**config.mk**
```make
export PLATFORM = sky130hd
export DESIGN_NAME = divider_cfg_flat
export DESIGN_NICKNAME = d
export VERILOG_FILES = /design/src/rtl/divider_cfg_if.sv /design/src/rtl/divider_cfg.sv /design/src/flat_wrapper.sv
export SDC_FILE = /design/constraint.sdc
export NUM_CORES = 1
export LEC_CHECK = 0
export ABC_AREA = 1
export ABC_CLOCK_PERIOD_IN_PS = 2300
export CORE_MARGIN = 2
export CORE_UTILIZATION = 45
export DETAILED_ROUTE_END_ITERATION = 16
export PLACE_DENSITY = 0.86
export SYNTH_ARGS = -nofsm -noshare
export SYNTH_HDL_FRONTEND = slang
export SYNTH_SLANG_ARGS = --single-unit
```
**constraint.sdc**
```tcl
create_clock -name clk -period 2.3 [get_ports clk]
set_input_delay 0.23 -clock clk [delete_from_list [all_inputs] [get_ports clk]]
set_output_delay 0.23 -clock clk [all_outputs]
set_load 0.005 [all_outputs]
```
**src/rtl/divider_cfg_if.sv**
```systemverilog
// Configuration handshake and even-divider control bundle for divider_cfg.
// WIDTH must match the WIDTH of the divider_cfg instance it is bound to.
interface divider_cfg_if #(
  parameter int WIDTH = 32
);
  logic             cfg_valid;
  logic             cfg_ready;
  logic [WIDTH-1:0] cfg_n;
  logic             div_out;
  logic [WIDTH-1:0] div_n;
  logic             div_enable;
  logic             busy;
  logic             cfg_err;

  modport master (
    output cfg_valid, cfg_n, div_out,
    input  cfg_ready, div_n, div_enable, busy, cfg_err
  );

  modport slave (
    input  cfg_valid, cfg_n, div_out,
    output cfg_ready, div_n, div_enable, busy, cfg_err
  );
endinterface

```
**src/rtl/divider_cfg.sv**
```systemverilog
// Safe reconfiguration of an external even clock divider: drain on a low
// divided-clock phase, load the new factor, let it settle, then re-enable.
//
// state  | meaning
// IDLE   | divider stopped, accepting configuration
// DRAIN  | waiting for div_out low before dropping div_enable
// LOAD   | copying pending factor to div_n
// SETTLE | div_n held stable for SETTLE cycles (down-counter to 0)
// RUN    | divider enabled, accepting configuration
module divider_cfg #(
  parameter int WIDTH  = 32,
  parameter int SETTLE = 4
) (
  input  logic           clk,
  input  logic           reset,
  divider_cfg_if.slave   bus
);

  localparam logic [2:0] ST_IDLE   = 3'd0;
  localparam logic [2:0] ST_DRAIN  = 3'd1;
  localparam logic [2:0] ST_LOAD   = 3'd2;
  localparam logic [2:0] ST_SETTLE = 3'd3;
  localparam logic [2:0] ST_RUN    = 3'd4;

  localparam logic [WIDTH-1:0] DIV_N_RST  = WIDTH'(2);
  localparam logic [7:0]       SETTLE_TOP = 8'(SETTLE - 1);

  logic [2:0]       state;
  logic [WIDTH-1:0] div_n_q;
  logic [WIDTH-1:0] pending;
  logic             pend_stop;
  logic             div_en_q;
  logic             err_q;
  logic [7:0]       settle_cnt;

  logic xfer;
  logic is_stop;
  logic is_odd;

  assign bus.cfg_ready  = (state == ST_IDLE) || (state == ST_RUN);
  assign bus.busy       = (state == ST_DRAIN) || (state == ST_LOAD) ||
                          (state == ST_SETTLE);
  assign bus.div_n      = div_n_q;
  assign bus.div_enable = div_en_q;
  assign bus.cfg_err    = err_q;

  assign xfer    = bus.cfg_valid && bus.cfg_ready;
  assign is_stop = (bus.cfg_n == '0);
  assign is_odd  = bus.cfg_n[0];

  always_ff @(posedge clk or posedge reset) begin
    if (reset) begin
      state      <= ST_IDLE;
      div_n_q    <= DIV_N_RST;
      pending    <= DIV_N_RST;
      pend_stop  <= 1'b0;
      div_en_q   <= 1'b0;
      err_q      <= 1'b0;
      settle_cnt <= 8'd0;
    end else begin
      case (state)
        ST_IDLE, ST_RUN: begin
          if (xfer) begin
            if (is_odd) begin
              // Illegal factor: flag it and leave the running divider alone.
              err_q <= 1'b1;
            end else begin
              err_q     <= 1'b0;
              pend_stop <= is_stop;
              if (!is_stop) pending <= bus.cfg_n;
              if (div_en_q)     state <= ST_DRAIN;
              else if (!is_stop) state <= ST_LOAD;
            end
          end
        end
        ST_DRAIN: begin
          if (!bus.div_out) begin
            div_en_q <= 1'b0;
            state    <= pend_stop ? ST_IDLE : ST_LOAD;
          end
        end
        ST_LOAD: begin
          div_n_q    <= pending;
          settle_cnt <= SETTLE_TOP;
          state      <= ST_SETTLE;
        end
        ST_SETTLE: begin
          if (settle_cnt == 8'd0) begin
            div_en_q <= 1'b1;
            state    <= ST_RUN;
          end else begin
            settle_cnt <= settle_cnt - 8'd1;
          end
        end
        default: state <= ST_IDLE;
      endcase
    end
  end

endmodule

```
**src/flat_wrapper.sv**
```systemverilog
// flat-port wrapper written by rule: the top's interface ports become plain ports
module divider_cfg_flat 
#(
  parameter int WIDTH  = 32,
  parameter int SETTLE = 4
)
  (clk, reset, bus_cfg_valid, bus_cfg_n, bus_div_out, bus_cfg_ready, bus_div_n, bus_div_enable, bus_busy, bus_cfg_err);
  divider_cfg_if #(.WIDTH(WIDTH)) bus_i ();
  input  logic clk;
  input  logic reset;
  input wire logic [$bits(bus_i.cfg_valid)-1:0] bus_cfg_valid;
  input wire logic [$bits(bus_i.cfg_n)-1:0] bus_cfg_n;
  input wire logic [$bits(bus_i.div_out)-1:0] bus_div_out;
  output wire logic [$bits(bus_i.cfg_ready)-1:0] bus_cfg_ready;
  output wire logic [$bits(bus_i.div_n)-1:0] bus_div_n;
  output wire logic [$bits(bus_i.div_enable)-1:0] bus_div_enable;
  output wire logic [$bits(bus_i.busy)-1:0] bus_busy;
  output wire logic [$bits(bus_i.cfg_err)-1:0] bus_cfg_err;
  assign bus_i.cfg_valid = bus_cfg_valid;
  assign bus_i.cfg_n = bus_cfg_n;
  assign bus_i.div_out = bus_div_out;
  assign bus_cfg_ready = bus_i.cfg_ready;
  assign bus_div_n = bus_i.div_n;
  assign bus_div_enable = bus_i.div_enable;
  assign bus_busy = bus_i.busy;
  assign bus_cfg_err = bus_i.cfg_err;
  divider_cfg #(.WIDTH(WIDTH), .SETTLE(SETTLE)) u_core (.clk(clk), .reset(reset), .bus(bus_i));
endmodule
```
==> metrics <==
status complete, no violations; Detail Route Antenna Nets 0; CORE AREA 7290 µm²; WP data arrival around 1.6 ns; postcts setup bufs 0; post-synthesis register bit count 76; Data required, critical path 2.07 ns; die width between 90 and 100 µm; Startpoint Class flop; TritonCTS clock tree yes; final cycle utilization of the critical path between 70% and 80%; Synth Warn # 0; min-delay worst type in2async; most frequent cells in the layout nand2_1 (187), dfrtp_1 (74), clkdlybuf4s50_1 (70); initial core utilization 46.5%; Util after Layout around three fifths; clock skew between 0.01 and 0.015 ns; gpl congestion between 0.7 and 0.8; Final Hold Fails 0; f_max ~550 MHz; maxcap violations 0; grt total ovfl 0; pwr/cell area about 1200 nW/µm²; Worst setup EP type output port; DR vias about 2900; root buf cell clkbuf_8; Area Overhead vs Synth 28.9%; IO Port Bufs 70; Post-CTS Hold Buffers 0; peak supply drop approximately 540 µV; clock-pin slew on the worst setup and hold paths roughly 0.08 ns; n_diodes 0; Post-route DRC 0; Seq/Total Area, Yosys 56.2%; Pleak 2.19 nW; vias per cell roughly 5; H-Tree Depth 3; cts repair resizes 0; CTS Buffer Depth 2; Mapped Cells 408; die height 90.8 µm; commonest non-fill, non-tap cell in the layout nand2_1; Mean Syn Cell Area between 8 and 9 µm²; largest net degree at the start of global routing just under 80; Final setup viols 0; Final min period between 1.5 and 2 ns; Cell variety after synth 27; Reg2Reg Setup Slack around 0.57 ns; Synth Net Count 446; Cell Rows 31; Netlist Area Pre-Place roughly 3400 µm²; Slew Limit Fails 0; share of cells above drive strength 1 7.84%; DR pass1 iterations 4; Nets 518; io pins around 70; DRT Wirelength 7560 µm; RSZ-0062 raised after global routing no; Filler Cell Count around 670; Avg WL per Cell ~13 µm; post-DP HPWL between 5000 and 6000 µm; initial antenna violation count 0; Iter 0 DRT Violations between 100 and 150; # clock sinks 76; first-pass GRT wire length between 10000 and 15000 µm; Die ar. 8240 µm²; Crit Path Max Fanout 4; Clock Latency Late Sink 0.35 ns; CTS buffer count 9; GRT Util Overall 19.4%; Worst Setup Path Type reg2out; vias in the first global route 2878; TNS Setup 0 ns
## metrics by stage
| step | cell area [µm²] | hold slack [ns] | cells | total power [mW] | setup slack [ns] |
|---|---|---|---|---|---|
| floorplan | 3390 | 0.342 | 408 | 3.40 | 0.135 |
| global placement | 4160 | 0.449 | 568 | 4.19 | 0.309 |
| detailed placement | 4160 | 0.455 | 568 | 4.30 | 0.223 |
| CTS | 4370 | 0.294 | 584 | 5.36 | 0.455 |
| global route | 4370 | 0.320 | 584 | 5.74 | 0.351 |
| finish | 4370 | 0.289 | 584 | 5.33 | 0.477 |
## cell usage after synthesis
| cell type | number | share of area (%) |
|---|---|---|
| o21a_1 | 1 | 0.22 |
| nor3_1 | 2 | 0.30 |
| nand2_4 | 2 | 0.66 |
| nand2_1 | 187 | 21 |
| inv_1 | 18 | 2.0 |
| conb_1 | 1 | 0.11 |
| nor3_4 | 1 | 0.48 |
| nor2_1 | 38 | 4.2 |
| buf_2 | 7 | 1.0 |
| buf_6 | 6 | 2.0 |
| xor2_1 | 2 | 0.52 |
| dfrtp_1 | 74 | 55 |
| o21bai_1 | 1 | 0.22 |
| nor2_4 | 4 | 1.3 |
| o21ai_0 | 8 | 1.2 |
| clkbuf_1 | 2 | 0.22 |
| inv_2 | 1 | 0.11 |
| o21ai_2 | 1 | 0.26 |
| nand3_1 | 38 | 5.6 |
| ha_1 | 2 | 0.74 |
| nand3_2 | 1 | 0.30 |
| dfstp_2 | 2 | 1.6 |
| nand4_1 | 2 | 0.37 |
| nand2_2 | 2 | 0.37 |
| o211ai_1 | 1 | 0.22 |
| buf_4 | 1 | 0.22 |
| a21oi_1 | 3 | 0.44 |
## per-layer routing
layer | track usage (%) | vias to the layer above | wire [µm] | part of all wire, %
li1 | - | 1411 | - | -
met1 | 25.3 | 1365 | 3410 | 45
met2 | 32.3 | 84 | 3670 | 49
met3 | 4.17 | 11 | 376 | 5.0
met4 | 6.57 | 0 | 104 | 1.4
met5 | 0 | - | 0 | 0
## registers in the layout (all words and copies together) (netlist names)
| register | count |
|---|---|
| u_core.bus.cfg_err | 1 |
| u_core.settle_cnt | 8 |
| u_core.bus.div_enable | 1 |
| u_core.pending | 31 |
| u_core.bus.div_n | 31 |
| u_core.pend_stop | 1 |
| u_core.state | 3 |
## layout make-up
cell class	instances	area [µm²]	area share, %
clock buffer	10	138	3.15
clock inverter	6	71.3	1.63
inverter	19	71.3	1.63
multi-input combinational	297	1300	29.7
sequential	76	1900	43.6
tap	99	124	2.83
timing repair buffer	77	766	17.5
## cells by family (layout without fill, tap and decap cells)
group / after synthesis / after routing / share of synthesized area [%]
other: 1 / 1 / 0.111
XOR/XNOR: 2 / 2 / 0.517
buffers and inverters: 35 / 112 / 5.57
adder cells (fa/ha/maj): 2 / 2 / 0.738
AND/OR/NAND/NOR: 277 / 277 / 34.3
flip-flops: 76 / 76 / 56.2
AO/OA/AOI/OAI: 15 / 15 / 2.55
## report_power, final
| part | switching, mW | internal (mW) | leakage, nW |
|---|---|---|---|
| clock | 0.525 | 0.542 | 0.105 |
| combinational | 1.05 | 0.957 | 1.13 |
| sequential | 0.342 | 1.92 | 0.955 |
| total | 1.91 | 3.42 | 2.19 |
## worst paths after layout
kind	end	cells after the start	from
max	bus_busy	4	u_core.state[2]$_DFFE_PP0P_
min	u_core.pending[20]$_DFFE_PP0P_	3	reset
max reg2reg	u_core.state[2]$_DFFE_PP0P_	9	u_core.settle_cnt[0]$_DFFE_PP0P_
min reg2reg	u_core.bus.div_n[30]$_DFFE_PP0P_	2	u_core.pending[30]$_DFFE_PP0P_
max in group asynchronous	u_core.pending[1]$_DFFE_PP1P_	3	reset
min in group clk	u_core.pending[22]$_DFFE_PP0P_	3	bus_cfg_n[22]
## critical path, stage by stage, from the launching register on
cell,delay (ns)
dfrtp_1,0.41
inv_1,0.12
nand2_1,0.11
o21ai_0,0.09
clkdlybuf4s50_1,0.52
No activity file was read; power rests on OpenSTA's default activity.
